--- src/rtl/bus_pkg.sv ---
// Shared types and constants for the two-master bus arbiter.
package bus_pkg;

   localparam int ADDR_W_DEF = 16;
   localparam int DATA_W_DEF = 16;

   // Address regions, taken from the top two address bits.
   localparam logic [1:0] REG_IO  = 2'd0;
   localparam logic [1:0] REG_RAM = 2'd1;

   typedef enum logic [1:0] {
      ST_IDLE,
      ST_ACCESS,
      ST_ACK
   } bus_state_t;

   // One-hot chip select for a region number.
   function automatic logic [3:0] region_cs(input logic [1:0] region);
      return 4'b0001 << region;
   endfunction

endpackage

--- src/rtl/bus_rr_pick.sv ---
// Winner selection for two masters: lock owner first, then round-robin.
module bus_rr_pick (
   input  logic [1:0] req,
   input  logic       last_gnt,
   input  logic       lock_vld,
   input  logic       lock_own,
   input  logic       burst_hit,
   output logic       win_vld,
   output logic       win
);

   // Single requester wins; on a tie the lock owner wins unless its burst is spent.
   always_comb begin
      win_vld = |req;
      win     = 1'b0;
      case (req)
         2'b01:   win = 1'b0;
         2'b10:   win = 1'b1;
         2'b11:   win = (lock_vld && !burst_hit) ? lock_own : ~last_gnt;
         default: win = 1'b0;
      endcase
   end

endmodule

--- src/rtl/bus_arbiter.sv ---
// Two-master, single-slave bus arbiter with lock bursts and region decode.
module bus_arbiter
   import bus_pkg::*;
#(
   parameter int ADDR_W    = ADDR_W_DEF,
   parameter int DATA_W    = DATA_W_DEF,
   parameter int BURST_MAX = 8
) (
   input  logic              clk,
   input  logic              rst_n,
   input  logic              m0_req,
   input  logic              m0_lock,
   input  logic              m0_write,
   input  logic [ADDR_W-1:0] m0_addr,
   input  logic [DATA_W-1:0] m0_wdata,
   output logic              m0_gnt,
   output logic              m0_ack,
   output logic [DATA_W-1:0] m0_rdata,
   input  logic              m1_req,
   input  logic              m1_lock,
   input  logic              m1_write,
   input  logic [ADDR_W-1:0] m1_addr,
   input  logic [DATA_W-1:0] m1_wdata,
   output logic              m1_gnt,
   output logic              m1_ack,
   output logic [DATA_W-1:0] m1_rdata,
   output logic [ADDR_W-1:0] s_addr,
   output logic [DATA_W-1:0] s_wdata,
   output logic              s_write,
   output logic [3:0]        s_cs,
   input  logic [DATA_W-1:0] s_rdata_io,
   input  logic [DATA_W-1:0] s_rdata_ram,
   output logic              bus_err
);

   localparam int CNT_W = $clog2(BURST_MAX + 1);

   bus_state_t        state, state_nxt;
   logic              cur;
   logic              last_gnt;
   logic              lock_vld;
   logic              lock_own;
   logic              err_q;
   logic [CNT_W-1:0]  burst_cnt;
   logic [1:0]        req;
   logic              win_vld;
   logic              win;
   logic              burst_hit;
   logic              sel_write;
   logic              sel_lock;
   logic [ADDR_W-1:0] sel_addr;
   logic [DATA_W-1:0] sel_wdata;
   logic [DATA_W-1:0] rd_mux;
   logic [1:0]        region;

   assign req       = {m1_req, m0_req};
   assign burst_hit = (burst_cnt >= CNT_W'(BURST_MAX));

   bus_rr_pick u_pick (
      .req       (req),
      .last_gnt  (last_gnt),
      .lock_vld  (lock_vld),
      .lock_own  (lock_own),
      .burst_hit (burst_hit),
      .win_vld   (win_vld),
      .win       (win)
   );

   // Route the granted master's request fields and decode its region.
   always_comb begin
      sel_write = cur ? m1_write : m0_write;
      sel_lock  = cur ? m1_lock  : m0_lock;
      sel_addr  = cur ? m1_addr  : m0_addr;
      sel_wdata = cur ? m1_wdata : m0_wdata;
      region    = sel_addr[ADDR_W-1 -: 2];
      case (region)
         REG_IO:  rd_mux = s_rdata_io;
         REG_RAM: rd_mux = s_rdata_ram;
         default: rd_mux = '0;
      endcase
   end

   // State register.
   always_ff @(posedge clk) begin
      if (!rst_n) state <= ST_IDLE;
      else        state <= state_nxt;
   end

   // Next state: every transfer is IDLE -> ACCESS -> ACK -> IDLE.
   always_comb begin
      state_nxt = state;
      case (state)
         ST_IDLE:   if (win_vld) state_nxt = ST_ACCESS;
         ST_ACCESS: state_nxt = ST_ACK;
         ST_ACK:    state_nxt = ST_IDLE;
         default:   state_nxt = ST_IDLE;
      endcase
   end

   // Master and slave outputs decoded from state and current owner.
   always_comb begin
      m0_gnt  = (state != ST_IDLE) && !cur;
      m1_gnt  = (state != ST_IDLE) &&  cur;
      m0_ack  = (state == ST_ACK)  && !cur;
      m1_ack  = (state == ST_ACK)  &&  cur;
      bus_err = (state == ST_ACK)  && err_q;
      s_addr  = '0;
      s_wdata = '0;
      s_write = 1'b0;
      s_cs    = '0;
      if (state == ST_ACCESS) begin
         s_addr  = sel_addr;
         s_wdata = sel_wdata;
         s_write = sel_write;
         s_cs    = region_cs(region);
      end
   end

   // Arbitration bookkeeping, read-data capture and lock tracking.
   always_ff @(posedge clk) begin
      if (!rst_n) begin
         cur       <= 1'b0;
         last_gnt  <= 1'b1;
         lock_vld  <= 1'b0;
         lock_own  <= 1'b0;
         burst_cnt <= '0;
         err_q     <= 1'b0;
         m0_rdata  <= '0;
         m1_rdata  <= '0;
      end else begin
         case (state)
            ST_IDLE: begin
               if (lock_vld && !req[lock_own]) lock_vld <= 1'b0;
               if (win_vld) begin
                  cur      <= win;
                  last_gnt <= win;
                  // Count run length of grants to the same master, saturating.
                  if (win == last_gnt) begin
                     if (!burst_hit) burst_cnt <= burst_cnt + CNT_W'(1);
                  end else begin
                     burst_cnt <= CNT_W'(1);
                  end
               end
            end
            ST_ACCESS: begin
               err_q <= region[1];
               if (!sel_write) begin
                  if (cur) m1_rdata <= rd_mux;
                  else     m0_rdata <= rd_mux;
               end
            end
            ST_ACK: begin
               lock_vld <= sel_lock;
               lock_own <= cur;
            end
            default: ;
         endcase
      end
   end

endmodule

--- config.mk ---
export PLATFORM = sky130hd
export DESIGN_NAME = bus_arbiter
export DESIGN_NICKNAME = d
export VERILOG_FILES = /design/src/rtl/bus_pkg.sv /design/src/rtl/bus_rr_pick.sv /design/src/rtl/bus_arbiter.sv
export SDC_FILE = /design/constraint.sdc
export NUM_CORES = 1
export LEC_CHECK = 0
export BUFFER_PORTS_ARGS = -buffer_cell sky130_fd_sc_hd__buf_2
export CORE_ASPECT_RATIO = 0.8
export CORE_MARGIN = 2
export CORE_UTILIZATION = 40
export CTS_CLUSTER_DIAMETER = 30
export DETAILED_ROUTE_END_ITERATION = 10
export HOLD_SLACK_MARGIN = 0.05
export PLACE_DENSITY = 0.89
export RECOVER_POWER = 50
export REMOVE_ABC_BUFFERS = 1
export SETUP_SLACK_MARGIN = 0.02
export SYNTH_ARGS = -nofsm -noshare
export SYNTH_HDL_FRONTEND = slang
export SYNTH_SLANG_ARGS = --single-unit
--- constraint.sdc ---
create_clock -name clk -period 2.5 [get_ports clk]
set_input_delay 0.375 -clock clk [delete_from_list [all_inputs] [get_ports clk]]
set_output_delay 0.375 -clock clk [all_outputs]
set_load 0.005 [all_outputs]
==> flow_summary.toml <==
[run_status]
status = "complete, no violations"

[floorplan]
core_um2 = 6340
die-area_um2 = 7210
die_w_um = 94.4
ios = 178
fp-row-count = 26
die_h_um = 76.4
start_util_pct = 41.3

[timing]
tns_ns = 0
maxSlewViolCount = 0
hold_viol_final = 0
post-route-min-period_ns = 2.19
tightest_slew_ns = 0.694
final-setup-viol-count = 0
clock_skew_ns = 0.0160
fin_crit_sh_pct = 87.8
max_slew_margin_pct = 53.7
fmax_mhz = 456
rsz0062_at_grt = "no"

[route]
viasPerCell = 5.16
wire_per_inst_um = 14.9
vias = 2786
drt_iter0_drc = 91
drc = 0
drtPass1Iterations = 4
wirelength_um = 8050
ant_nets = 0

[clock_tree]
cts-root-buf = "clkbuf_8"
clock_sinks = 43
clk_pin_slew_ns = 0.09
cts_tree = "built"
hold_buffers = 0
htreeDepth = 2
post_cts_resize_count = 0
clk_latency_ns = 0.30
cts_made_buffers = 5
clockBufferDepth = 2
post_cts_buffers = 0

[setup_path]
crit_fanout = 24
crit_family = "flip-flops"
max_stage_delay_ns = 0.69
crit_path_start_kind = "register"
critPathSlowestCell = "dfxtp_2"
crit_arrival_ns = 1.82
critPathCaptureType = "output pin"
crit_buf_inv = 2
crit_required_ns = 2.12
cp_cell_sequence = "buf_4, mux2i_1, nor2_1, buf_2"
setup.worst_path.class = "register to output pin"

[synthesis]
yosys_most_used_dff = "dfxtp_1"
synthArstFlopShare_pct = 0
yosys_warnings = 0
avgSynthCellArea_um2 = 9.22
seq_area_frac_synth_pct = 32.9
ys_types = 42
synth_seq_cells = 43
syn_inst = 284
synth-edff-count = 0
synth_area_um2 = 2620

[pwr]
p_switching_uw = 529
p_clk_share_pct = 31.3
ir_worst_vdd_mv = 0.357
power.leakage_uw = 0.00164
power_uw = 1760
pwr-share-comb_pct = 26.3
switching_share_pct = 30.0
p_per_area_nw_per_um2 = 491
pwr-share-seq_pct = 42.4
p_int_uw = 1240

[layout]
n_antenna_cell = 0
synthToLayoutAreaGrowth_pct = 37.3
nNetsFinal = 561
drive_above_1_share_pct = 44.5
utilization_pct = 56.6

[place]
portBuffers = 177
dpl.hpwl_um = 6200
gp_congestion = 0.792

[hold_path]
holdCritPathClass = "input port to register"

[job]
maxCapViolations = 0

[grt]
grt_max_degree = 33
antenna_found_initial = 0
grt_first_pass_wirelength_um = 12500
grt_pass1_vias = 2646
grt_overflow = 0
grt_usage_pct = 21.5
## worst paths after layout
| check | start | end | slack, ns | cells after the start |
|---|---|---|---|---|
| setup / recovery | cur | s_addr[2] | 0.31 | 4 |
| hold / removal | rst_n | last_gnt | 0.31 | 2 |
| setup reg to reg | cur | m0_rdata[14] | 0.41 | 5 |
| hold reg to reg | err_q | err_q | 0.50 | 2 |
## layout make-up
| type | count | area, µm² |
|---|---|---|
| clock inverter | 3 | 46.3 |
| fill | 622 | 2750 |
| inverter | 6 | 22.5 |
| multi-input combinational | 213 | 1550 |
| timing repair buffer | 186 | 937 |
| tap | 84 | 105 |
| clock buffer | 5 | 68.8 |
| sequential | 43 | 862 |
## through the flow
step,area [µm²],cells,setup WS (ns),hold slack (ns)
2_1_floorplan,2490,262,-0.883,0.448
3_3_place_gp,3580,532,0.599,0.473
3_5_place_dp,3580,532,0.503,0.479
4_1_cts,3690,540,0.291,0.307
5_1_grt,3590,540,0.197,0.313
6_report,3590,540,0.305,0.312
## worst reg2reg max path, cell delays in order (launching register included)
cell,delay [ns]
dfxtp_2,0.69
nand2b_1,0.25
o22ai_4,0.09
clkbuf_2,0.36
a22oi_1,0.46
a211oi_2,0.12
## layout by cell type (no fill, tap or decap), types with 2 or more instances in the layout
cell      count
a211oi_1     14
a211oi_2     18
a21oi_1      10
a22oi_1      12
a22oi_4       4
buf_2       155
buf_4         7
clkbuf_1     20
clkbuf_2      2
clkbuf_8      5
dfxtp_1      42
ha_1          2
inv_1         6
mux2i_1      34
nand2_1       5
nand2b_1      5
nand3_1       2
nand3b_1      3
nor2_1       73
nor2b_1       5
o211ai_1      2
o21ai_0       5
## sequential cells by signal (all words and copies together), names as in the netlist
signal	count
m0_rdata	16
m1_rdata	16
burst_cnt	4
state	2
cur	1
err_q	1
last_gnt	1
lock_own	1
lock_vld	1
## cell usage after synthesis (3+ instances only)
cell      instances  share of area (%)
a22oi_4           9                7.3
buf_1             3               0.43
clkbuf_1          7                1.0
nand3b_1          3               0.86
a22oi_1           7                2.0
inv_1             6               0.86
o21ai_0           5               0.96
mux2i_1          34                 13
nand2_1           5               0.72
a211oi_1         14                4.0
dfxtp_1          43                 33
nand2b_1          5                1.2
nor2b_1           5                1.2
buf_2             8                1.5
nor2_1           73                 10
a211oi_2         18                8.6
a21oi_1           9                1.7
## power by group through the flow
stage	registers, µW	clock network [µW]	logic (µW)
6_report	749	552	464
5_1_grt	755	599	507
4_1_cts	749	567	490
3_5_place_dp	765	0	488
3_3_place_gp	763	0	472
2_1_floorplan	772	0	253
## per-layer routing
layer	track usage [%]	up-vias	routed length [µm]
met5	0	-	0
met4	7.10	0	152
met3	5.24	14	694
met2	38.5	118	4060
met1	24.8	1289	3150
li1	-	1365	-
## logic make-up after synthesis
family,synth area share (%)
muxes,13.4
buffers and inverters,5.54
DFF,32.9
and+or+nand+nor,17.2
AOI/OAI and AO/OA,30.0
adders and majority gates,0.956
Note: power is estimated with default switching activity, not from simulation.
